==> config.mk <==
export PLATFORM = sky130hd
export DESIGN_NAME = seq_booth_mul_flat
export DESIGN_NICKNAME = d
export VERILOG_FILES = /design/src/rtl/seq_booth_mul_if.sv /design/src/rtl/seq_booth_mul.sv /design/src/flat_wrapper.sv
export SDC_FILE = /design/constraint.sdc
export NUM_CORES = 1
export LEC_CHECK = 0
export CAP_MARGIN = 20
export CORE_UTILIZATION = 43
export CTS_CLUSTER_DIAMETER = 200
export DETAILED_ROUTE_END_ITERATION = 8
export GPL_ROUTABILITY_DRIVEN = 0
export HOLD_SLACK_MARGIN = 0.08
export PLACE_DENSITY_LB_ADDON = 0.25
export SYNTH_ARGS = -nofsm -noshare
export SYNTH_HDL_FRONTEND = slang
export SYNTH_SLANG_ARGS = --single-unit
==> constraint.sdc <==
create_clock -name clk -period 5.7 [get_ports clk]
set_clock_uncertainty 0.05 [all_clocks]
set_input_delay 1.14 -clock clk [delete_from_list [all_inputs] [get_ports clk]]
set_output_delay 1.14 -clock clk [all_outputs]
set_load 0.01 [all_outputs]
==> src/rtl/seq_booth_mul_if.sv <==
// ---------------------------------------------------------------------------
// seq_booth_mul_if
//   Handshake/operand bundle between the control unit and the sequential
//   Booth multiplier.
//
//   Signals (DATA_WIDTH = W):
//     start  ctrl -> mul   request, honoured only while the multiplier is idle
//     A      ctrl -> mul   W-bit signed multiplicand
//     B      ctrl -> mul   W-bit signed multiplier
//     busy   mul  -> ctrl  multiply in progress
//     done   mul  -> ctrl  one-cycle pulse, Z freshly updated
//     Z      mul  -> ctrl  2W-bit signed product {HI, LO}
//
//   Modports: master = control unit side, slave = multiplier side.
// ---------------------------------------------------------------------------
interface seq_booth_mul_if #(
    parameter int DATA_WIDTH = 32
);
    logic                    start;
    logic [DATA_WIDTH-1:0]   A;
    logic [DATA_WIDTH-1:0]   B;
    logic                    busy;
    logic                    done;
    logic [2*DATA_WIDTH-1:0] Z;

    modport master (
        output start, A, B,
        input  busy, done, Z
    );

    modport slave (
        input  start, A, B,
        output busy, done, Z
    );
endinterface

==> src/rtl/seq_booth_mul.sv <==
// ---------------------------------------------------------------------------
// seq_booth_mul
//   Sequential signed W x W -> 2W multiplier using radix-4 Booth recoding,
//   retiring two multiplier bits per cycle (N = W/2 iterations).
//
//   Ports:
//     clk    rising-edge clock
//     rst_n  asynchronous active-low reset (discards any operation in flight)
//     bus    seq_booth_mul_if.slave: start/A/B in, busy/done/Z out
//
//   Timing: start accepted in IDLE at edge E -> busy from E, result loaded
//   into Z at edge E+N, done high for the cycle after E+N. Z only changes on
//   completion or reset.
//
//   Build option ZERO_BYPASS_EN: when defined, a start with A==0 or B==0 is
//   answered directly from IDLE (Z=0, done the next cycle, busy stays 0).
// ---------------------------------------------------------------------------
module seq_booth_mul #(
    parameter int DATA_WIDTH = 32
) (
    input  logic          clk,
    input  logic          rst_n,
    seq_booth_mul_if.slave bus
);
    localparam int W  = DATA_WIDTH;
    localparam int PW = W + 2;          // accumulator holds +/-2M without overflow
    localparam int N  = W / 2;
    localparam int CW = $clog2(N + 1);

    generate
        if ((W % 2) != 0 || W < 4) begin : g_bad_width
            $error("seq_booth_mul: DATA_WIDTH must be even and >= 4");
        end
    endgenerate

    typedef enum logic {
        IDLE = 1'b0,
        RUN  = 1'b1
    } state_e;

    state_e          state_q,  state_d;
    logic [PW-1:0]   mcand_q,  mcand_d;
    logic [PW-1:0]   p_q,      p_d;
    logic [W-1:0]    mplier_q, mplier_d;
    logic            qm1_q,    qm1_d;      // q[-1], bit shifted out last step
    logic [CW-1:0]   cnt_q,    cnt_d;
    logic [2*W-1:0]  z_q,      z_d;
    logic            done_q,   done_d;

    // ------------------------------------------------------------------
    // Booth step datapath: select partial product, accumulate, then shift
    // {P, Mplier, q[-1]} right arithmetically by two.
    // ------------------------------------------------------------------
    logic [2:0]      trip;
    logic [PW-1:0]   addend;
    logic [PW-1:0]   sum;
    logic [PW-1:0]   p_shr;
    logic [W-1:0]    mplier_shr;

    always_comb begin
        trip = {mplier_q[1:0], qm1_q};
        case (trip)
            3'b001, 3'b010: addend = mcand_q;
            3'b011:         addend = mcand_q << 1;
            3'b100:         addend = -(mcand_q << 1);
            3'b101, 3'b110: addend = -mcand_q;
            default:        addend = '0;
        endcase
        sum        = p_q + addend;
        p_shr      = {{2{sum[PW-1]}}, sum[PW-1:2]};
        mplier_shr = {sum[1:0], mplier_q[W-1:2]};
    end

    // Short-circuit for zero operands; constant 0 when the option is off.
    logic bypass;
    always_comb begin
`ifdef ZERO_BYPASS_EN
        bypass = (bus.A == '0) || (bus.B == '0);
`else
        bypass = 1'b0;
`endif
    end

    // ------------------------------------------------------------------
    // Next-state / control
    // ------------------------------------------------------------------
    always_comb begin
        state_d  = state_q;
        mcand_d  = mcand_q;
        p_d      = p_q;
        mplier_d = mplier_q;
        qm1_d    = qm1_q;
        cnt_d    = cnt_q;
        z_d      = z_q;
        done_d   = 1'b0;

        case (state_q)
            IDLE: begin
                if (bus.start && bypass) begin
                    z_d    = '0;
                    done_d = 1'b1;
                end else if (bus.start) begin
                    mcand_d  = {{2{bus.A[W-1]}}, bus.A};
                    mplier_d = bus.B;
                    qm1_d    = 1'b0;
                    p_d      = '0;
                    cnt_d    = '0;
                    state_d  = RUN;
                end
            end
            RUN: begin
                p_d      = p_shr;
                mplier_d = mplier_shr;
                qm1_d    = mplier_q[1];
                cnt_d    = cnt_q + CW'(1);
                if (cnt_q == CW'(N - 1)) begin
                    // Final step: low 2W bits of {P, Mplier} are the product.
                    z_d     = {p_shr[W-1:0], mplier_shr};
                    done_d  = 1'b1;
                    state_d = IDLE;
                end
            end
            default: state_d = IDLE;
        endcase
    end

    always_ff @(posedge clk or negedge rst_n) begin
        if (!rst_n) begin
            state_q  <= IDLE;
            mcand_q  <= '0;
            p_q      <= '0;
            mplier_q <= '0;
            qm1_q    <= 1'b0;
            cnt_q    <= '0;
            z_q      <= '0;
            done_q   <= 1'b0;
        end else begin
            state_q  <= state_d;
            mcand_q  <= mcand_d;
            p_q      <= p_d;
            mplier_q <= mplier_d;
            qm1_q    <= qm1_d;
            cnt_q    <= cnt_d;
            z_q      <= z_d;
            done_q   <= done_d;
        end
    end

    assign bus.busy = (state_q == RUN);
    assign bus.done = done_q;
    assign bus.Z    = z_q;
endmodule

==> src/flat_wrapper.sv <==
// flat-port wrapper written by rule: the top's interface ports become plain ports
module seq_booth_mul_flat 
#(
    parameter int DATA_WIDTH = 32
)
  (clk, rst_n, bus_start, bus_A, bus_B, bus_busy, bus_done, bus_Z);
  seq_booth_mul_if #(.DATA_WIDTH(DATA_WIDTH)) bus_i ();
  input  logic clk;
  input  logic rst_n;
  input wire logic [$bits(bus_i.start)-1:0] bus_start;
  input wire logic [$bits(bus_i.A)-1:0] bus_A;
  input wire logic [$bits(bus_i.B)-1:0] bus_B;
  output wire logic [$bits(bus_i.busy)-1:0] bus_busy;
  output wire logic [$bits(bus_i.done)-1:0] bus_done;
  output wire logic [$bits(bus_i.Z)-1:0] bus_Z;
  assign bus_i.start = bus_start;
  assign bus_i.A = bus_A;
  assign bus_i.B = bus_B;
  assign bus_busy = bus_i.busy;
  assign bus_done = bus_i.done;
  assign bus_Z = bus_i.Z;
  seq_booth_mul #(.DATA_WIDTH(DATA_WIDTH)) u_core (.clk(clk), .rst_n(rst_n), .bus(bus_i));
endmodule
# == Word-level counts from Yosys, hierarchy flattened ==
# Index checks and enable logic that the tools add are counted.
# totals
elab_cells,42
romBits,0
ramBits,0
latch_bits,0
regBits,170
in_bits,67
out_inout_bits,66
n_memories,0
# classes
reduce_logical,4
bitwise_logic,1
mux,16
div,0
n_shift,0
n_addsub,4
multipliers,0
n_lt_le_gt_ge,0
eq_ne,9
# ops
op,count
$pmux 34 s4,1
$mux 64,2
$neg 34->34,2
$pmux 34 s2,1
$pmux 32 s2,1
$add 34x34->34,1
$mux 34,1
$mux 32,1
$pmux 5 s2,1
$eq 3x3->1 const B,3
$eq 3x2->1 const B,2
$pmux 1 s2,3
$add 5x1->5 const B,1
$eq 5x4->1 const B,1
$mux 5,1
$mux 1,4
$ne 2x2->1 const B,2
$reduce_and 2->1,2
$reduce_or 2->1,2
$eq 3x1->1 const B,1
$not 1->1,1

# == Longest topological paths before layout ==
# Gate-level depths: netlist of the first run.
# logic_depth
ltp_word,6
ltp_mapped,20
depth_no_buf,20

# == Least setup slack after synthesis of the first run ==
# OpenSTA, ideal clock, no wires.
# synth_timing
path_kind,register to register
start,reg u_core.mcand_q[3]
end,reg u_core.z_q[61] (netlist: u_core.bus.Z[61])
path_slack_ns,1.108
required_ns,5.525
setup_ns,0.125
n_path_buf,1
path_stages_with_launch,19
arrival_ns,4.417
period_less_slack_ns,4.592
cell_sequence,dfrtp_1 -> buf_6 -> nor4_4 -> nand4_2 -> or4_4 -> or3_4 -> or3_4 -> nand2_2 -> xor2_2 -> o22ai_1 -> o21a_1 -> ha_1 -> a21oi_1 -> o21ai_0 -> o31ai_1 -> o311ai_0 -> a21oi_1 -> xnor2_1 -> mux2_2
# synth_between
elab_chain_len,5
word_cells_on_any_way,6
cone_classes,add/sub (3); mux (3)
# synth_rtl
item,line,rtl
from (decl),seq_booth_mul.sv:42,"logic [PW-1:0] mcand_q, mcand_d;"
from (signal assigned),seq_booth_mul.sv:139,mcand_q <= mcand_d;
"$neg 34->34, on equally long branches","seq_booth_mul.sv:66, seq_booth_mul.sv:65",
$pmux 34 s4 *,seq_booth_mul.sv:62,case (trip)
$add 34x34->34 *,seq_booth_mul.sv:69,sum = p_q + addend;
$mux 64 *,seq_booth_mul.sv:116,if (cnt_q == CW'(N - 1)) begin
$mux 64 *,seq_booth_mul.sv:97,case (state_q)
to (signal assigned),seq_booth_mul.sv:144,z_q <= z_d;
to (decl),seq_booth_mul.sv:47,"logic [2*W-1:0] z_q, z_d;"
# Mark *: on every way between the ends. The rest lies on a longest branch, timed or not. The select of a mux whose other input is x is not followed.
# A chain may end at the register's enable or synchronous reset.

# == Worst setup path after layout of the first run ==
# Ends and elaborated chain as after synthesis.

==> flow_summary.toml, run 1 <==
[synth]
synth_largest_area_cell = "dfrtp_1"
yosysSeqAreaShare_pct = 42.0
yosys-mux-area-fraction_pct = 13.6
synth_area_leaders = "dfrtp_1 (42%), mux2_2 (10%), nand2_1 (5.5%), xnor2_1 (4.7%), ha_1 (4.5%)"
synth.avg_cell_area_um2 = 9.90
netlist_instances = 1011
synthXorXnorAreaFrac_pct = 7.16
ys_warn_count = 0
yosys.area_share.adder_pct = 4.70
ys_seq_elements = 168
synth_top_family_by_area = "compound AO/OA/AOI/OAI gates"
synth_fp_nets = 1115
synthArstFlopShare_pct = 100
ys.flop_type = "dfrtp_1"
synth_compound_area_share_pct = 16.7
synthSimpleGateAreaFrac_pct = 12.5
ys_types = 58
synth.top_cell.area_share_pct = 42.0
ys_top_cells_by_count = "dfrtp_1 (168), nand2_1 (146), mux2_2 (91), o21ai_0 (69), clkbuf_1 (55)"
synthMostInstantiatedCell = "dfrtp_1"
synth-edff-count = 0
syn_area_um2 = 10000

[sta]
max_slew_margin_pct = 47.0
worstMarginPinSlew_ns = 0.795
timing.hold.ws_ns = 0.423
final-max-slew-violation-count = 0
min_period_ns = 5.13
setup_tns_ns = 0
setup_viol = 0
max_freq_mhz = 195
rsz0062_at_grt = "no"
finalCritPeriodShare_pct = 90.0
hold_viol_final = 0

[floorplan]
io-pin-count = 133
initial_core_util_pct = 44.1
std_cell_rows = 55
die_w_um = 155
die_height_um = 155
coreArea_um2 = 22700
dieArea_um2 = 23900

[setup_path]
crit_arrival_ns = 5.41
required_ns = 5.98
worst_setup_path_start_kind = "register"
path_max_fanout = 8
r2r_cells = 19
path_class = "register to register"
endpoint_kind = "register"

[clock_network]
post_cts_buffers = 0
cts_buffers = 17
htreeDepth = 4
cts_buffer_depth = 2
cts-root-buf = "clkbuf_16"
cts_hold_buffers = 0
cts.sinks = 168
insertion_delay_ns = 0.44
cts_resized = 0
path_clk_slew_ns = 0.08
cts_tree = "built"

[job]
maxCapViolCount = 0

[global_routing]
grt_pass1_wl_mm = 41.2
met2_usage_pct = 35.3
busiest_layer = "met2"
gr-usage-met1_pct = 27.7
met3_usage_pct = 6.02
grt_pass1_vias = 7875
grt_use_total_pct = 21.7
grt_max_degree = 85
grt_antenna_before_repair = 0
grt-ovfl-total = 0

[outcome]
status = "finished, final reports clean"

[worst_hold_path]
hp-class = "register to register"
holdPathStages = 2

[finish]
fillers = 2039
multiInputGateArea_um2 = 5480
regArea_um2 = 4210
final_core_util_pct = 53.7
layout.nets = 1214
diodes = 0
final_layout_size_suffix_gt1_share_pct = 14.2
synthToLayoutAreaGrowth_pct = 21.8

[route]
routed_via_density = 5.66
drtIter0Drc = 481
ant_nets = 0
drcViolationCount = 0
avgRoutedWirePerCell_um = 17.6
drtPass1Iterations = 6
via_count = 7971
wl_mm = 24.8

[placed_design]
io_buffers = 132
hpwl_mm = 17.3

[power]
leakage_nw = 5.37
ir_drop_mv = 0.263
powerDensity_nw_per_um2 = 759
==> layout by cell type (no fill, tap or decap), drive strengths merged, types with 13 or more instances in the layout <==
master           n
dfrtp          168
nand2          147
clkdlybuf4s50  130
mux2            91
o21ai           69
xnor2           54
a21oi           40
ha              36
mux2i           34
nor2            31
a22o            29
xor2            27
inv             24
buf             19
a221oi          18
a31oi           17
clkbuf          17
a21o            15
nor3            14
nand2b          13
nand3           13
==> stage by stage <==
stage / instance area (µm²) / instances / total power [W] / setup slack (ns)
after floorplan: 10000 / 1011 / 0.00637 / 1.11
after global placement: 11500 / 1376 / 0.00791 / 0.771
after detailed placement: 11500 / 1376 / 0.00799 / 0.627
after CTS: 12200 / 1408 / 0.00929 / 0.601
after global routing: 12200 / 1408 / 0.0100 / 0.311
final: 12200 / 1408 / 0.00925 / 0.568
==> cell type report <==
class | count | share of cell area, %
sequential | 168 | 34.5
inverter | 15 | 0.462
clock buffer | 17 | 3.49
clock inverter | 15 | 1.71
tap | 285 | 2.93
timing repair buffer | 149 | 11.9
multi-input combinational | 759 | 45.0
==> report_power, final <==
| part | total [W] | internal (W) | switching (W) |
|---|---|---|---|
| combinational | 0.00566 | 0.00265 | 0.00301 |
| sequential | 0.00237 | 0.00179 | 0.000579 |
| clock | 0.00122 | 0.000613 | 0.000610 |
| total | 0.00925 | 0.00506 | 0.00420 |
==> critical path, stage by stage (launching register included) <==
cell	delay [ns]
dfrtp_1	0.47
nor4_4	0.49
nand4_2	0.24
or4_4	0.50
or3_4	0.37
or3_4	0.35
nand2_2	0.09
xor2_2	0.15
o22ai_1	0.09
o21a_1	0.19
ha_1	0.37
nand2_1	0.07
o21ai_0	0.25
o21bai_1	0.15
o31ai_1	0.10
buf_4	0.17
o311ai_0	0.36
a21oi_1	0.14
xnor2_1	0.16
mux2_2	0.27
==> path summary, 6_finish.rpt <==
kind / startpoint / endpoint / slack [ns]
hold reg to reg: u_core.bus.Z[40]$_DFFE_PN0P_ / u_core.bus.Z[40]$_DFFE_PN0P_ / 0.42
max in group asynchronous: rst_n / u_core.bus.Z[31]$_DFFE_PN0P_ / 3.86
setup / recovery: u_core.mcand_q[3]$_DFFE_PN0P_ / u_core.bus.Z[61]$_DFFE_PN0P_ / 0.57
setup reg to reg: u_core.mcand_q[3]$_DFFE_PN0P_ / u_core.bus.Z[61]$_DFFE_PN0P_ / 0.57
min in group asynchronous: rst_n / u_core.mcand_q[21]$_DFFE_PN0P_ / 0.69
hold / removal: u_core.bus.Z[40]$_DFFE_PN0P_ / u_core.bus.Z[40]$_DFFE_PN0P_ / 0.42
==> registers in the layout, indices dropped and copies added, names as in the netlist <==
signal / count
u_core.bus.done: 1
u_core.p_q: 32
u_core.qm1_q: 1
u_core.cnt_q: 5
u_core.bus.busy: 1
u_core.mplier_q: 32
u_core.bus.Z: 64
u_core.mcand_q: 32
==> layer usage <==
metal / routed length [µm] / part of all wire, %
met1: 11100 / 45
met2: 11500 / 46
met3: 1620 / 6.5
met4: 550 / 2.2
met5: 0 / 0
==> cells by family after synthesis <==
logic type | Yosys count
compound gates | 250
buf+inv | 84
flops | 168
simple gates | 266
fa+ha+maj | 37
xor+xnor | 81
mux | 125
Note: power is estimated with default switching activity, not from simulation.
==> run 2, diff against run 1 <==
clock period = 6.4 ns   (was 5.7 ns; I/O delays follow)
==> flow_summary.toml, run 2 (same netlist as run 1, synthesis figures left out) <==
[outcome]
status = "finished, final reports clean"

[sta]
rsz0062_at_grt = "no"
hold_viol_final = 0
max_slew_margin_pct = 41.7
min_period_ns = 5.15
timing.hold.ws_ns = 0.427
worstMarginPinSlew_ns = 0.872
setup_viol = 0
final-max-slew-violation-count = 0
max_freq_mhz = 194
setup_tns_ns = 0
finalCritPeriodShare_pct = 80.4

[finish]
fillers = 2082
layout.nets = 1213
final_common_cell = "dfrtp_1"
final_layout_size_suffix_gt1_share_pct = 14.2
largest_reg_flops = 64
synthToLayoutAreaGrowth_pct = 21.7
mostFrequentLayoutCells = "dfrtp_1 (167), nand2_1 (145), clkdlybuf4s50_1 (130)"
diodes = 0

[power]
powerDensity_nw_per_um2 = 673
total_power_w = 0.00820
ir_drop_mv = 0.277
leakage_nw = 5.37

[worst_hold_path]
holdPathStages = 2
hp-class = "register to register"
min_to = "u_core.bus.Z[40]$_DFFE_PN0P_"
worstHoldStart = "u_core.bus.Z[40]$_DFFE_PN0P_"

[route]
drtIter0Drc = 586
avgRoutedWirePerCell_um = 17.7
routed_via_density = 5.68
drtPass1Iterations = 5
wl_mm = 24.9
ant_nets = 0
via_count = 7986
drcViolationCount = 0

[setup_path]
path_max_fanout = 8
r2r_cells = 19
reg2reg_slack_ns = 1.25
endpoint_kind = "register"
required_ns = 6.68
worst_setup_path_start_kind = "register"
path_class = "register to register"
r2r-end = "u_core.bus.Z[61]$_DFFE_PN0P_"
crit_arrival_ns = 5.43
r2r_start = "u_core.mcand_q[3]$_DFFE_PN0P_"

[clock_network]
cts_tree = "built"
cts_hold_buffers = 0
cts.sinks = 168
insertion_delay_ns = 0.45
post_cts_buffers = 0
path_clk_slew_ns = 0.08
cts_buffer_depth = 2
cts_resized = 0
htreeDepth = 4
cts-root-buf = "clkbuf_16"
cts_buffers = 17

[floorplan]
io-pin-count = 133
dieArea_um2 = 23900
coreArea_um2 = 22700
die_w_um = 155
die_height_um = 155
initial_core_util_pct = 44.1
std_cell_rows = 55

[global_routing]
grt-ovfl-total = 0
grt_max_degree = 87
grt_pass1_vias = 7820
grt_pass1_wl_mm = 41.2
grt_antenna_before_repair = 0
grt_use_total_pct = 21.8

[placed_design]
io_buffers = 132
hpwl_mm = 17.4

[job]
maxCapViolCount = 0
-- run 2: cell types whose count changed in the layout (fill, tap and decap cells not counted), sizes merged --
cell	previous run	this run
buf	19	18
-- run 2: layout make-up --
type | instances | area (µm²) | area share, %
Clock inverter | 15 | 209 | 1.72
Timing Repair Buffer | 148 | 1440 | 11.8
Multi-Input combinational cell | 759 | 5480 | 45.0
Inverter | 15 | 56.3 | 0.462
Clock buffer | 17 | 425 | 3.49
Tap cell | 285 | 357 | 2.93
Sequential cell | 168 | 4210 | 34.6
-- run 2: worst max-delay path, stage by stage (launching register included) --
cell and delay [ns]:
dfrtp_1 0.47, nor4_4 0.48, nand4_2 0.24, or4_4 0.50, or3_4 0.37, or3_4 0.35
nand2_2 0.09, xor2_2 0.15, o22ai_1 0.09, o21a_1 0.20, ha_1 0.36, nand2_1 0.06
o21ai_0 0.20, o21bai_1 0.14, o31ai_1 0.09, buf_4 0.17, o311ai_0 0.43, a21oi_1 0.16
xnor2_1 0.16, mux2_2 0.27
-- run 2: where the power goes --
| group | switching [W] | internal [W] | total, W |
|---|---|---|---|
| Clock | 0.000545 | 0.000546 | 0.00109 |
| Combinational | 0.00263 | 0.00235 | 0.00499 |
| Sequential | 0.000524 | 0.00159 | 0.00212 |
| Total | 0.00370 | 0.00450 | 0.00820 |
-- run 2: through the flow --
step,setup WS (ns),std cells,cell area (µm²),utilization (%)
4_1_cts,1.30,1407,12200,53.6
3_3_place_gp,1.47,1375,11500,50.8
6_report,1.25,1407,12200,53.6
5_1_grt,0.987,1407,12200,53.6
3_5_place_dp,1.32,1375,11500,50.8
2_1_floorplan,1.81,1011,10000,-
-- run 2: routing by layer --
layer / global-route usage, % / part of all wire [%] / vias to the layer above
met4: 7.54 / 1.9 / 0
met5: 0 / 0 / -
met3: 5.35 / 6.5 / 28
met2: 35.3 / 48 / 214
met1: 28.4 / 44 / 3914
li1: - / - / 3830
-- run 2: how the worst max path moves through the flow --
stage | startpoint | end | slack (ns) | cells after the start
after floorplan | u_core.mcand_q[3]$_DFFE_PN0P_ | u_core.bus.Z[61]$_DFFE_PN0P_ | 1.81 | 18
after global placement | u_core.mcand_q[3]$_DFFE_PN0P_ | u_core.bus.Z[61]$_DFFE_PN0P_ | 1.47 | 19
after detailed placement | u_core.mcand_q[3]$_DFFE_PN0P_ | u_core.bus.Z[61]$_DFFE_PN0P_ | 1.32 | 19
after CTS | u_core.mcand_q[3]$_DFFE_PN0P_ | u_core.bus.Z[61]$_DFFE_PN0P_ | 1.30 | 19
after global routing | u_core.mcand_q[3]$_DFFE_PN0P_ | u_core.p_q[30]$_DFFE_PN0P_ | 0.99 | 17
final | u_core.mcand_q[3]$_DFFE_PN0P_ | u_core.bus.Z[61]$_DFFE_PN0P_ | 1.25 | 19
==> run 3, diff against run 2 <==
clock period = 4.4 ns   (was 6.4 ns; I/O delays follow)
==> flow_summary.toml, run 3 (same netlist as run 1, synthesis figures left out) <==
[global_routing]
grt_antenna_before_repair = 0
grt_max_degree = 91
grt_use_total_pct = 22.5
grt_pass1_wl_mm = 42.9
grt-ovfl-total = 0
grt_pass1_vias = 8327

[floorplan]
std_cell_rows = 55
coreArea_um2 = 22700
io-pin-count = 133
dieArea_um2 = 23900
initial_core_util_pct = 44.1
die_height_um = 155
die_w_um = 155

[setup_path]
cp_cell_sequence = "nor4_4 > nand4_2 > or4_4 > or3_4 > or3_4 > nand2_4 > xor2_2 > o22ai_1 > o21a_1 > ha_4 > a21oi_4 > o21ai_4 > o31ai_4 > buf_4 > o21ai_2 > a21oi_2 > xnor2_2 > mux2_2"
max_stage_delay_ns = 0.48
cp_common_cell = "or3_4"
worst_setup_path_start_kind = "register"
path_class = "register to register"
path_max_fanout = 5
cp_slowest_cell = "or4_4"
crit_arrival_ns = 4.75
endpoint_kind = "register"
required_ns = 4.69
reg2reg_slack_ns = -0.06

[outcome]
status = "finished with violations"
violations = "negative setup slack"

[sta]
max_freq_mhz = 224
min_period_ns = 4.46
worstMarginPinSlew_ns = 0.854
max_slew_margin_pct = 43.1
hold_viol_final = 0
rsz0062_at_grt = "yes"
final-max-slew-violation-count = 0
setup_tns_ns = -0.121
setup_viol = 4
worst_slack_ns = -0.0626
finalCritPeriodShare_pct = 101

[finish]
regArea_um2 = 4210
multiInputGateArea_um2 = 5850
final_layout_size_suffix_gt1_share_pct = 24.6
final_common_cell = "dfrtp_1"
mostFrequentLayoutCells = "dfrtp_1 (167), nand2_1 (144), clkdlybuf4s50_1 (130)"
synthToLayoutAreaGrowth_pct = 32.2
diodes = 0
largest_reg_flops = 64
layout.nets = 1297
fillers = 1940

[clock_network]
htreeDepth = 4
cts.sinks = 168
cts_buffer_depth = 2
insertion_delay_ns = 0.45
cts-root-buf = "clkbuf_16"
cts_buffers = 17
cts_tree = "built"
cts_hold_buffers = 0
path_clk_slew_ns = 0.08

[placed_design]
io_buffers = 132
hpwl_mm = 18.2

[worst_hold_path]
hp-class = "register to register"

[route]
ant_nets = 0
via_count = 8347
routed_via_density = 5.60
drtPass1Iterations = 5
wl_mm = 26.3
drtIter0Drc = 439
drcViolationCount = 0
avgRoutedWirePerCell_um = 17.6

[job]
maxCapViolCount = 0
==> run 3: cell types whose count changed in the layout (fill, tap and decap cells not counted), moves of 4 or more <==
| cell | previous run | this run |
|---|---|---|
| buf_4 | 16 | 94 |
| a21oi_1 | 40 | 30 |
| a21oi_2 | 0 | 9 |
| a221oi_1 | 18 | 11 |
| a221oi_2 | 0 | 7 |
| o21ai_0 | 69 | 62 |
| ha_1 | 36 | 32 |
| nand3_1 | 13 | 9 |
==> run 3: path summary, 6_finish.rpt <==
path / endpoint / start / depth (start not counted)
max: u_core.bus.Z[59]$_DFFE_PN0P_ / u_core.mcand_q[3]$_DFFE_PN0P_ / 18
min: u_core.bus.Z[36]$_DFFE_PN0P_ / u_core.bus.Z[36]$_DFFE_PN0P_ / 2
max reg2reg: u_core.bus.Z[59]$_DFFE_PN0P_ / u_core.mcand_q[3]$_DFFE_PN0P_ / 18
min reg2reg: u_core.bus.Z[36]$_DFFE_PN0P_ / u_core.bus.Z[36]$_DFFE_PN0P_ / 2
max in group asynchronous: u_core.bus.Z[4]$_DFFE_PN0P_ / rst_n / 2
min in group asynchronous: u_core.mcand_q[15]$_DFFE_PN0P_ / rst_n / 1
==> run 3: worst max-delay path: cells and delay by family, from the launching register on <==
| family | cells | cell delay (ns) |
|---|---|---|
| simple gates | 6 | 1.80 |
| compound gates | 7 | 1.13 |
| flops | 1 | 0.41 |
| fa+ha+maj | 1 | 0.26 |
| mux | 1 | 0.26 |
| xor+xnor | 2 | 0.24 |
| buf+inv | 1 | 0.18 |
==> run 3: layer usage <==
layer	GRT usage, %	part of all wire, %	vias up
met3	5.16	5.4	29
met5	0	0	-
met1	28.9	44	4113
met2	37.4	49	188
li1	-	-	4017
met4	7.45	1.8	0
==> run 3: what timing repair did <==
item / 4_1_cts / 5_1_grt
setup endpoints to repair: 5 / 31
pin swaps: 3 / 36
buffers inserted: 2 / 11
gates resized for setup: 3 / 71
==> run 3: metrics by stage <==
stage | worst slack, ns | instances | utilization (%) | instance area, µm² | hold slack, ns
floorplan | -0.0172 | 1011 | - | 10000 | 0.415
global placement | 0.00866 | 1446 | 53.4 | 12100 | 0.412
detailed placement | -0.101 | 1446 | 53.4 | 12100 | 0.412
CTS | -0.0659 | 1480 | 56.3 | 12800 | 0.431
global route | -0.193 | 1491 | 58.3 | 13200 | 0.455
finish | -0.0626 | 1491 | 58.3 | 13200 | 0.427
==> run 3: area by class of cell <==
type / instances / area share, %
flip-flops and latches: 168 / 31.8
clock buffers: 17 / 3.22
repair buffers: 232 / 16.1
well taps: 285 / 2.70
clock inverters: 15 / 1.60
inverters: 15 / 0.426
multi-input cells: 759 / 44.2
Power of run 3 is not shown: default switching activity piles up to over one toggle a cycle in this logic, so the estimate is an artifact.
